[src/rtl/fma_pkg.sv]
// Shared constants and helpers for the FMA mantissa datapath.
// The carry-lookahead pipeline derives its stage count and legality from here.
package fma_pkg;

  localparam int unsigned CLA_GRP_W = 4;

  function automatic int unsigned cla_stages(input int unsigned width, input int unsigned grp);
    if (grp == 0) return 0;
    return width / (CLA_GRP_W * grp);
  endfunction

  function automatic bit cla_width_ok(input int unsigned width, input int unsigned grp);
    if (grp == 0 || width == 0) return 1'b0;
    return (width % (CLA_GRP_W * grp)) == 0;
  endfunction

endpackage

[src/rtl/cla_adder_pipe_if.sv]
// Operand and result handshake bundle for the pipelined CLA adder/subtractor.
// master = producer/consumer side, slave = the adder itself.
interface cla_adder_pipe_if #(
  parameter int unsigned WIDTH = 32
);
  logic             in_valid;
  logic             in_ready;
  logic [WIDTH-1:0] in_a;
  logic [WIDTH-1:0] in_b;
  logic             c_in;
  logic             sub;
  logic             out_valid;
  logic             out_ready;
  logic [WIDTH-1:0] s;
  logic             c_out;
  logic             ovf;
  logic             zero;

  modport master (
    output in_valid, in_a, in_b, c_in, sub, out_ready,
    input  in_ready, out_valid, s, c_out, ovf, zero
  );

  modport slave (
    input  in_valid, in_a, in_b, c_in, sub, out_ready,
    output in_ready, out_valid, s, c_out, ovf, zero
  );
endinterface

[src/rtl/cla_group4.sv]
// Purely combinational 4-bit carry-lookahead group: generate/propagate,
// two-level lookahead for the internal carries and the group carry out.
module cla_group4 (
  input  logic [3:0] a,
  input  logic [3:0] b,
  input  logic       c_in,
  output logic [3:0] s,
  output logic       c_out
);
  logic [3:0] p;
  logic [3:0] g;
  logic [3:0] c;
  logic       grp_g;
  logic       grp_p;

  always_comb begin
    p    = a ^ b;
    g    = a & b;
    c[0] = c_in;
    c[1] = g[0] | (p[0] & c_in);
    c[2] = g[1] | (p[1] & g[0]) | (p[1] & p[0] & c_in);
    c[3] = g[2] | (p[2] & g[1]) | (p[2] & p[1] & g[0]) | (p[2] & p[1] & p[0] & c_in);
    grp_g = g[3] | (p[3] & g[2]) | (p[3] & p[2] & g[1]) | (p[3] & p[2] & p[1] & g[0]);
    grp_p = &p;
    c_out = grp_g | (grp_p & c_in);
    s     = p ^ c;
  end
endmodule

[src/rtl/cla_adder_pipe.sv]
// Pipelined carry-lookahead adder/subtractor: each stage resolves GRP_PER_STG
// 4-bit groups and registers the carry for the next slice.
module cla_adder_pipe
  import fma_pkg::*;
#(
  parameter int unsigned WIDTH       = 32,
  parameter int unsigned GRP_PER_STG = 2
) (
  input logic              clk,
  input logic              rst_n,
  cla_adder_pipe_if.slave  bus
);

  localparam int unsigned SW         = CLA_GRP_W * GRP_PER_STG;
  localparam int unsigned STAGES_RAW = cla_stages(WIDTH, GRP_PER_STG);
  localparam int unsigned STAGES     = (STAGES_RAW == 0) ? 1 : STAGES_RAW;

  if (!cla_width_ok(WIDTH, GRP_PER_STG)) begin : g_bad_width
    $error("cla_adder_pipe: WIDTH must be a non-zero multiple of 4*GRP_PER_STG");
  end

  // The stage record is declared here rather than in fma_pkg because its
  // field widths follow WIDTH. Operands travel whole; each stage overwrites
  // its own slice of s_done, so the last stage holds an aligned result.
  typedef struct packed {
    logic             valid;
    logic [WIDTH-1:0] a_rem;
    logic [WIDTH-1:0] b_rem;
    logic [WIDTH-1:0] s_done;
    logic             carry;
  } stage_t;

  stage_t              stg_q [STAGES];
  stage_t              stg_d [STAGES];
  logic [STAGES-1:0]   adv;
  logic [WIDTH-1:0]    b_eff;
  logic                cin_eff;
  stage_t              last;

  assign b_eff   = bus.sub ? ~bus.in_b : bus.in_b;
  assign cin_eff = bus.c_in ^ bus.sub;

  // Advance chain walks down from the output so no stage reads a later bit
  // of the same vector that is still being resolved.
  always_comb begin
    adv             = '0;
    adv[STAGES-1]   = !stg_q[STAGES-1].valid | bus.out_ready;
    for (int unsigned i = 1; i < STAGES; i++) begin
      adv[STAGES-1-i] = !stg_q[STAGES-1-i].valid | adv[STAGES-i];
    end
  end

  for (genvar k = 0; k < STAGES; k++) begin : g_stg
    localparam int unsigned LO = k * SW;

    stage_t          src;
    stage_t          nxt;
    logic [SW-1:0]   sum;

    if (k == 0) begin : g_front
      always_comb begin
        src.valid  = bus.in_valid;
        src.a_rem  = bus.in_a;
        src.b_rem  = b_eff;
        src.s_done = '0;
        src.carry  = cin_eff;
      end
    end else begin : g_chain
      assign src = stg_q[k-1];
    end

    for (genvar g = 0; g < GRP_PER_STG; g++) begin : g_grp
      logic ci;
      logic co;

      if (g == 0) begin : g_first
        assign ci = src.carry;
      end else begin : g_next
        assign ci = g_grp[g-1].co;
      end

      cla_group4 u_cla (
        .a     (src.a_rem[LO + g*CLA_GRP_W +: CLA_GRP_W]),
        .b     (src.b_rem[LO + g*CLA_GRP_W +: CLA_GRP_W]),
        .c_in  (ci),
        .s     (sum[g*CLA_GRP_W +: CLA_GRP_W]),
        .c_out (co)
      );
    end

    always_comb begin
      nxt                  = src;
      nxt.s_done[LO +: SW] = sum;
      nxt.carry            = g_grp[GRP_PER_STG-1].co;
    end

    assign stg_d[k] = nxt;
  end

  always_ff @(posedge clk or negedge rst_n) begin
    if (!rst_n) begin
      for (int unsigned i = 0; i < STAGES; i++) stg_q[i] <= '0;
    end else begin
      for (int unsigned i = 0; i < STAGES; i++) begin
        if (adv[i]) stg_q[i] <= stg_d[i];
      end
    end
  end

  assign last          = stg_q[STAGES-1];
  assign bus.in_ready  = adv[0];
  assign bus.out_valid = last.valid;
  assign bus.s         = last.s_done;
  assign bus.c_out     = last.carry;
  assign bus.ovf       = (last.a_rem[WIDTH-1] == last.b_rem[WIDTH-1]) &
                         (last.s_done[WIDTH-1] != last.a_rem[WIDTH-1]);
  // Qualified by valid so an empty (reset) pipe does not report a zero result.
  assign bus.zero      = last.valid & ~(|last.s_done);

endmodule

[src/flat_wrapper.sv]
// flat-port wrapper written by rule: the top's interface ports become plain ports
module cla_adder_pipe_flat import fma_pkg::*;
#(
  parameter int unsigned WIDTH       = 32,
  parameter int unsigned GRP_PER_STG = 2
)
  (clk, rst_n, bus_in_valid, bus_in_a, bus_in_b, bus_c_in, bus_sub, bus_out_ready, bus_in_ready, bus_out_valid, bus_s, bus_c_out, bus_ovf, bus_zero);
  cla_adder_pipe_if #(.WIDTH(WIDTH)) bus_i ();
  input logic clk;
  input logic rst_n;
  input wire logic [$bits(bus_i.in_valid)-1:0] bus_in_valid;
  input wire logic [$bits(bus_i.in_a)-1:0] bus_in_a;
  input wire logic [$bits(bus_i.in_b)-1:0] bus_in_b;
  input wire logic [$bits(bus_i.c_in)-1:0] bus_c_in;
  input wire logic [$bits(bus_i.sub)-1:0] bus_sub;
  input wire logic [$bits(bus_i.out_ready)-1:0] bus_out_ready;
  output wire logic [$bits(bus_i.in_ready)-1:0] bus_in_ready;
  output wire logic [$bits(bus_i.out_valid)-1:0] bus_out_valid;
  output wire logic [$bits(bus_i.s)-1:0] bus_s;
  output wire logic [$bits(bus_i.c_out)-1:0] bus_c_out;
  output wire logic [$bits(bus_i.ovf)-1:0] bus_ovf;
  output wire logic [$bits(bus_i.zero)-1:0] bus_zero;
  assign bus_i.in_valid = bus_in_valid;
  assign bus_i.in_a = bus_in_a;
  assign bus_i.in_b = bus_in_b;
  assign bus_i.c_in = bus_c_in;
  assign bus_i.sub = bus_sub;
  assign bus_i.out_ready = bus_out_ready;
  assign bus_in_ready = bus_i.in_ready;
  assign bus_out_valid = bus_i.out_valid;
  assign bus_s = bus_i.s;
  assign bus_c_out = bus_i.c_out;
  assign bus_ovf = bus_i.ovf;
  assign bus_zero = bus_i.zero;
  cla_adder_pipe #(.WIDTH(WIDTH), .GRP_PER_STG(GRP_PER_STG)) u_core (.clk(clk), .rst_n(rst_n), .bus(bus_i));
endmodule
[config.mk]
export PLATFORM = sky130hd
export DESIGN_NAME = cla_adder_pipe_flat
export DESIGN_NICKNAME = d
export VERILOG_FILES = /design/src/rtl/fma_pkg.sv /design/src/rtl/cla_adder_pipe_if.sv /design/src/rtl/cla_group4.sv /design/src/rtl/cla_adder_pipe.sv /design/src/flat_wrapper.sv
export SDC_FILE = /design/constraint.sdc
export NUM_CORES = 1
export LEC_CHECK = 0
export CAP_MARGIN = 25
export CORE_MARGIN = 4
export CORE_UTILIZATION = 45
export DETAILED_ROUTE_END_ITERATION = 12
export PLACE_DENSITY = 0.67
export SYNTH_ARGS = -nofsm -noshare
export SYNTH_HDL_FRONTEND = slang
export SYNTH_SLANG_ARGS = --single-unit
export TNS_END_PERCENT = 10
[constraint.sdc]
create_clock -name clk -period 2.37 [get_ports clk]
set_input_delay 0.5925 -clock clk [delete_from_list [all_inputs] [get_ports clk]]
set_output_delay 0.5925 -clock clk [all_outputs]
set_load 0.02 [all_outputs]
# Yosys cells after proc, flatten, opt, wreduce, memory -nomap -nowiden
# Index checks and enable logic that the tools add are counted.
classes:
  eq_ne: 2
  n_mux: 1
  n_reduce_logical: 13
  bitwise: 233
ops:
  columns: ["operator", "count"]
  rows:
  - ["$and A1 B1 Y1", 122]
  - ["$or A1 B1 Y1", 84]
  - ["$xor A4 B4 Y4", 16]
  - ["$and A4 B4 Y4", 8]
  - ["$mux W32", 1]
  - ["$not A32 Y32", 1]
  - ["$reduce_and A4 Y1", 8]
  - ["$reduce_or A32 Y1", 1]
  - ["$logic_not A1 Y1", 4]
  - ["$eq A1 B1 Y1", 1]
  - ["$ne A1 B1 Y1", 1]
  - ["$not A1 Y1", 1]
  - ["$xor A1 B1 Y1", 1]
word_totals:
  register_bits: 344
  elab_cells: 269
  out_inout_bits: 37
  input_bits: 70

# Depth between registers and ports, before layout
# Gate-level depths: netlist (run 1).
logic_depth:
  depth_word: 11
  ltp_mapped: 11
  depth_no_buf: 9

# Modules after synthesis
# From an unflattened synthesis (run 1), not the netlist that was laid out.
unflattened:
  cells_unflattened: 751
  hier_area_um2: 8710.9
modules_own_cells:
  columns: ["module", "instances", "area_per_inst_um2", "seq_area_each_um2", "cells_per_inst"]
  rows:
  - ["cla_adder_pipe", 1, 7529.7, 4654.5, 615]
  - ["cla_group4", 8, 147.6, 0.0, 17]

# Worst setup path after synthesis (run 1)
# No wires, ideal clock.
synth_path:
  path_type: "input port to flip-flop"
  from: "input bus_sub"
  to: "register u_core.stg_q (netlist bit u_core.g_stg[1].nxt[5])"
  required_ns: 2.293
  path_stages: 10
  setup_slack_ns: -0.425
  t_arrival_ns: 2.718
  n_path_buf: 2
  setup_ns: 0.077
  path_cell_list: "buf_6 > buf_2 > xor2_1 > ha_1 > and3_1 > a221oi_4 > nor2b_1 > nor2_1 > fa_1 > a21oi_1"
synth_between:
  elab_chain_len: 8
  elab_cells_between_ends: 17
  classes_between: "mux (1); bitwise (15); reduce/logical (1)"
synth_lines:
  columns: ["element", "line", "text"]
  rows:
  - ["start, declared", "flat_wrapper.sv:15", "input wire logic [$bits(bus_i.sub)-1:0] bus_sub;"]
  - ["$mux W32", "cla_adder_pipe.sv:40", "assign b_eff = bus.sub ? ~bus.in_b : bus.in_b;"]
  - ["$xor A4 B4 Y4 / $and A4 B4 Y4 (equally long branches)", "cla_group4.sv:17, cla_group4.sv:18", null]
  - ["$and A1 B1 Y1", "cla_group4.sv:23", "grp_g = g[3] | (p[3] & g[2]) | (p[3] & p[2] & g[1]) | (p[3] & p[2] & p[1] & g[0]);"]
  - ["$or A1 B1 Y1 / $and A1 B1 Y1 (equally long branches) (2 in a row)", "cla_group4.sv:23", null]
  - ["$or A1 B1 Y1", "cla_group4.sv:23", null]
  - ["$or A1 B1 Y1", "cla_group4.sv:25", "c_out = grp_g | (grp_p & c_in);"]
  - ["$xor A4 B4 Y4 (*)", "cla_group4.sv:26", "s = p ^ c;"]
  - ["end signal, assigned by index", "cla_adder_pipe.sv:105", "if (adv[i]) stg_q[i] <= stg_d[i];"]
  - ["end, declared", "cla_adder_pipe.sv:33", "stage_t stg_q [STAGES];"]
# Every way passes the cells marked *; elsewhere a longest branch is shown, timed or not.
# A chain may end at the register's enable or synchronous reset.

# Worst setup path in the final report (run 1)
layout_path:
  from: "input bus_in_b[0]"
  to: "register u_core.stg_q (netlist bit u_core.g_stg[1].nxt[5])"
layout_between:
  elab_chain_len: 7
  elab_cells_between_ends: 10
  classes_between: "mux (1); bitwise (8); reduce/logical (1)"
layout_lines:
  columns: ["element", "line", "text"]
  rows:
  - ["start, declared", "flat_wrapper.sv:13", "input wire logic [$bits(bus_i.in_b)-1:0] bus_in_b;"]
  - ["$not A32 Y32", "cla_adder_pipe.sv:40", null]
  - ["$mux W32 (*)", "cla_adder_pipe.sv:40", null]
  - ["$xor A4 B4 Y4 / $and A4 B4 Y4 (equally long branches)", "cla_group4.sv:17, cla_group4.sv:18", null]
  - ["$reduce_and A4 Y1 / $and A1 B1 Y1 (equally long branches)", "cla_group4.sv:24, cla_group4.sv:23", null]
  - ["$and A1 B1 Y1 / $or A1 B1 Y1 (equally long branches)", "cla_group4.sv:25, cla_group4.sv:23", null]
  - ["$or A1 B1 Y1 (*)", "cla_group4.sv:25", null]
  - ["$xor A4 B4 Y4 (*)", "cla_group4.sv:26", null]
# Marks and branches as above.

==> flow_metrics.env, run 1 <==
export IMPL_status="complete, but fails checks"
export IMPL_violations="negative setup slack"
export IMPL_yosysWarningCount=0
export IMPL_critPathSlowestCell="clkdlybuf4s50_1"
export IMPL_drt_pass1_iterations=5
export IMPL_cts_tree="built"
export IMPL_routabilityCongestion=0.789
export IMPL_path_delay_family="adder cells"
export IMPL_syn_to_final_growth_pct=24.3
export IMPL_place_area_um2=10100
export IMPL_finalWorstSetupSlack_ns=-0.0306
export IMPL_die_area_um2=21500
export IMPL_max_freq_ghz=0.417
export IMPL_synth_edff_count=0
export IMPL_routed_wl_um=17100
export IMPL_setup_viol_count_final=1
export IMPL_cp_end_kind="flip-flop"
export IMPL_cp_required_ns=2.73
export IMPL_final_cell_mix="288 x nand2_1, 186 x dfrtp_1, 101 x clkdlybuf4s50_1"
export IMPL_n_antenna_cell=0
export IMPL_design_core_area_um2=18800
export IMPL_netlist_area_um2=8670
export IMPL_final_common_cell="nand2_1"
export IMPL_fin_crit_sh_pct=101
export IMPL_synthMuxAreaShare_pct=5.18
export IMPL_synth_seq_area_share_pct=53.7
export IMPL_die_h_um=147
export IMPL_crit_buf_inv=1
export IMPL_boundaryPins=107
export IMPL_drtIter0Drc=301
export IMPL_grt_pass1_vias=5784
export IMPL_drv_cap=0
export IMPL_antenna_found_initial=0
export IMPL_cts_root_buf="clkbuf_16"
export IMPL_cts_sinks=186
export IMPL_io_buffers=106
export IMPL_start_util_pct=46.0
export IMPL_ys_types=45
export IMPL_drive_gt1_share_pct=10.7
export IMPL_cp_cell_sequence="clkdlybuf4s50_1 -> xor2_2 -> ha_1 -> and3_4 -> a221oi_4 -> nor2b_1 -> nor2_1 -> fa_1 -> a21oi_1"
export IMPL_vias=5838
export IMPL_stdcell_area_um2=10800
export IMPL_route_detailed_drc=0
export IMPL_tns_ns=-0.0306
export IMPL_cellLeakagePower_nw=5.03
export IMPL_synthSimpleGateAreaFrac_pct=16.4
export IMPL_synth_xor_area_share_pct=5.37
export IMPL_slew_viol_final=0
export IMPL_synth_top_family_by_area="simple AND/OR/NAND/NOR gates"
export IMPL_r2r_start="u_core.g_stg[2].nxt[81]$_DFFE_PN0P_"
export IMPL_path_class="primary input to flip-flop"
export IMPL_htree_levels=4
export IMPL_place_hpwl_um=12600
export IMPL_synthAdderAreaFrac_pct=6.47
export IMPL_synth_compound_area_share_pct=7.29
export IMPL_ir_drop_mv=0.621
export IMPL_grt_pass1_wl_um=29100
export IMPL_critPathLaunchType="primary input"
export IMPL_critical_path_max_stage_delay_ns=0.45
export IMPL_wl_per_cell_um=13.7
export IMPL_cts_setup_buffers=0
export IMPL_period_minus_slack_ns=2.40
export IMPL_synth_cells=868
export IMPL_async_flop_share_pct=100
export IMPL_synth_nets=978
export IMPL_groute_usage_overall_pct=16.6
export IMPL_reg2reg_depth=8
export IMPL_r2r_end="u_core.g_stg[3].nxt[22]$_DFFE_PN0P_"
export IMPL_grt_max_degree=58
export IMPL_crit_arrival_ns=2.76
export IMPL_grt_overflow_total=0
export IMPL_ff2ff_setup_slack_ns=0.12
export IMPL_num_rows=50
export IMPL_powerDensity_nw_per_um2=1010
export IMPL_synthFlopType="dfrtp_1"
export IMPL_relSlewSlack_pct=61.7
export IMPL_final_util_pct=57.2
export IMPL_synth_seq_cells=186
export IMPL_cp_max_fo=2
export IMPL_final_nets=1086
export IMPL_cts_made_buffers=17
export IMPL_tightest_slew_ns=0.574
export IMPL_clock_path_buffers=2
export IMPL_rsz0062_at_grt="true"
export IMPL_syn_avg_cell_area_um2=9.98
export IMPL_clock_latency_ns=0.43
export IMPL_hold_class="primary input to asynchronous set/reset pin"
export IMPL_vias_per_cell=4.67
export IMPL_skew_ns=0.00834
export IMPL_clk_pin_slew_ns=0.07
export IMPL_die_x_um=147
export IMPL_ant_nets=0
export IMPL_hold_viol=0
==> registers in the layout, summed over array words and instances, names as in the netlist <==
name / count
u_core.bus.out_valid: 1
u_core.g_stg.g_grp.ci: 3
u_core.bus.s: 32
u_core.g_stg.nxt: 147
u_core.bus.c_out: 1
u_core.last: 2
==> metal layers <==
| layer | vias to the layer above | track usage (%) | wire length, um | share of wire [%] |
|---|---|---|---|---|
| met5 | - | 0 | 0 | 0 |
| met4 | 0 | 5.88 | 304 | 1.8 |
| met3 | 20 | 3.12 | 804 | 4.7 |
| met2 | 116 | 23.9 | 7400 | 43 |
| met1 | 2676 | 25.1 | 8580 | 50 |
| li1 | 3026 | - | - | - |
==> cells by family after synthesis <==
| kind of cell | Yosys count |
|---|---|
| buffers and inverters | 90 |
| flip-flops | 186 |
| XOR/XNOR | 51 |
| AND/OR/NAND/NOR | 356 |
| AO/OA/AOI/OAI | 105 |
| adder cells (fa/ha/maj) | 40 |
| multiplexers | 40 |
==> layout make-up <==
class,count,area [um2]
fill,1709,8060
sequential,186,4650
multi-input combinational,592,3590
timing repair buffer,161,1540
clock buffer,18,429
tap,260,325
clock inverter,14,160
inverter,18,67.6
==> cells in the mapped netlist (4+ instances only) <==
master,instances,area [um2]
nor4_1,6,37.5
o31ai_1,4,30.0
nor3_1,4,20.0
o21ai_1,41,205
dfrtp_1,186,4650
o21ai_0,6,30.0
fa_1,8,160
nor2b_1,4,25.0
mux2_1,39,439
a211oi_1,6,45.0
a21oi_1,26,130
xor2_1,23,201
nor2_1,33,124
a21o_1,5,37.5
o21a_1,5,37.5
buf_2,13,65.1
nand2b_1,7,43.8
xnor2_1,27,236
inv_1,17,63.8
ha_1,32,400
buf_4,32,240
clkbuf_1,26,97.6
nand2_1,289,1080
==> worst register-to-register path, stage by stage, from the launching register on <==
cell and delay [ns]:
dfrtp_1 0.38, ha_1 0.29, a21oi_1 0.22, o21ai_1 0.13, o21ai_0 0.16, nand2b_1 0.10, fa_1 0.43, xnor2_1 0.31
o21ai_1 0.09
==> report_power, final <==
group | switching, mW | total (mW) | internal (mW)
Sequential | 0.609 | 4.69 | 4.08
Clock | 1.24 | 2.82 | 1.58
Combinational | 1.73 | 3.42 | 1.68
Total | 3.59 | 10.9 | 7.34
==> stage by stage <==
stage | cells | hold WS (ns) | worst slack, ns | total power [mW]
finish | 1249 | 0.130 | -0.0306 | 10.9
global route | 1249 | 0.174 | -0.115 | 11.6
CTS | 1249 | 0.144 | 0.00561 | 11.0
detailed placement | 1217 | 0.454 | -0.457 | 8.15
global placement | 1217 | 0.450 | -0.442 | 8.05
floorplan | 868 | 0.297 | -0.258 | 6.87
==> what timing repair did <==
action,in CTS,in global routing
pin swaps,1,3
endpoints found under the setup margin,2,9
resized for setup,13,5
hold buffers,0,0
==> worst max path at each step <==
stage	startpoint	to	slack, ns	cells after the start
2_1_floorplan	bus_sub	u_core.g_stg[1].nxt[5]$_DFFE_PN0P_	-0.26	10
3_3_place_gp	bus_in_b[0]	u_core.g_stg[1].nxt[5]$_DFFE_PN0P_	-0.44	9
3_5_place_dp	bus_in_b[0]	u_core.g_stg[1].nxt[5]$_DFFE_PN0P_	-0.46	9
4_1_cts	u_core.bus.s[31]$_DFFE_PN0P_	bus_ovf	0.006	3
5_1_grt	u_core.bus.s[15]$_DFFE_PN0P_	bus_zero	-0.11	5
6_report	bus_in_b[0]	u_core.g_stg[1].nxt[5]$_DFFE_PN0P_	-0.03	9
Power figures use the tool's default switching activity.
==> inputs of run 2 (changes only) <==
- CAP_MARGIN: 25 -> not set
==> results of run 2 <==
No change in the layout: final DEF, timing and power equal those of run 1.
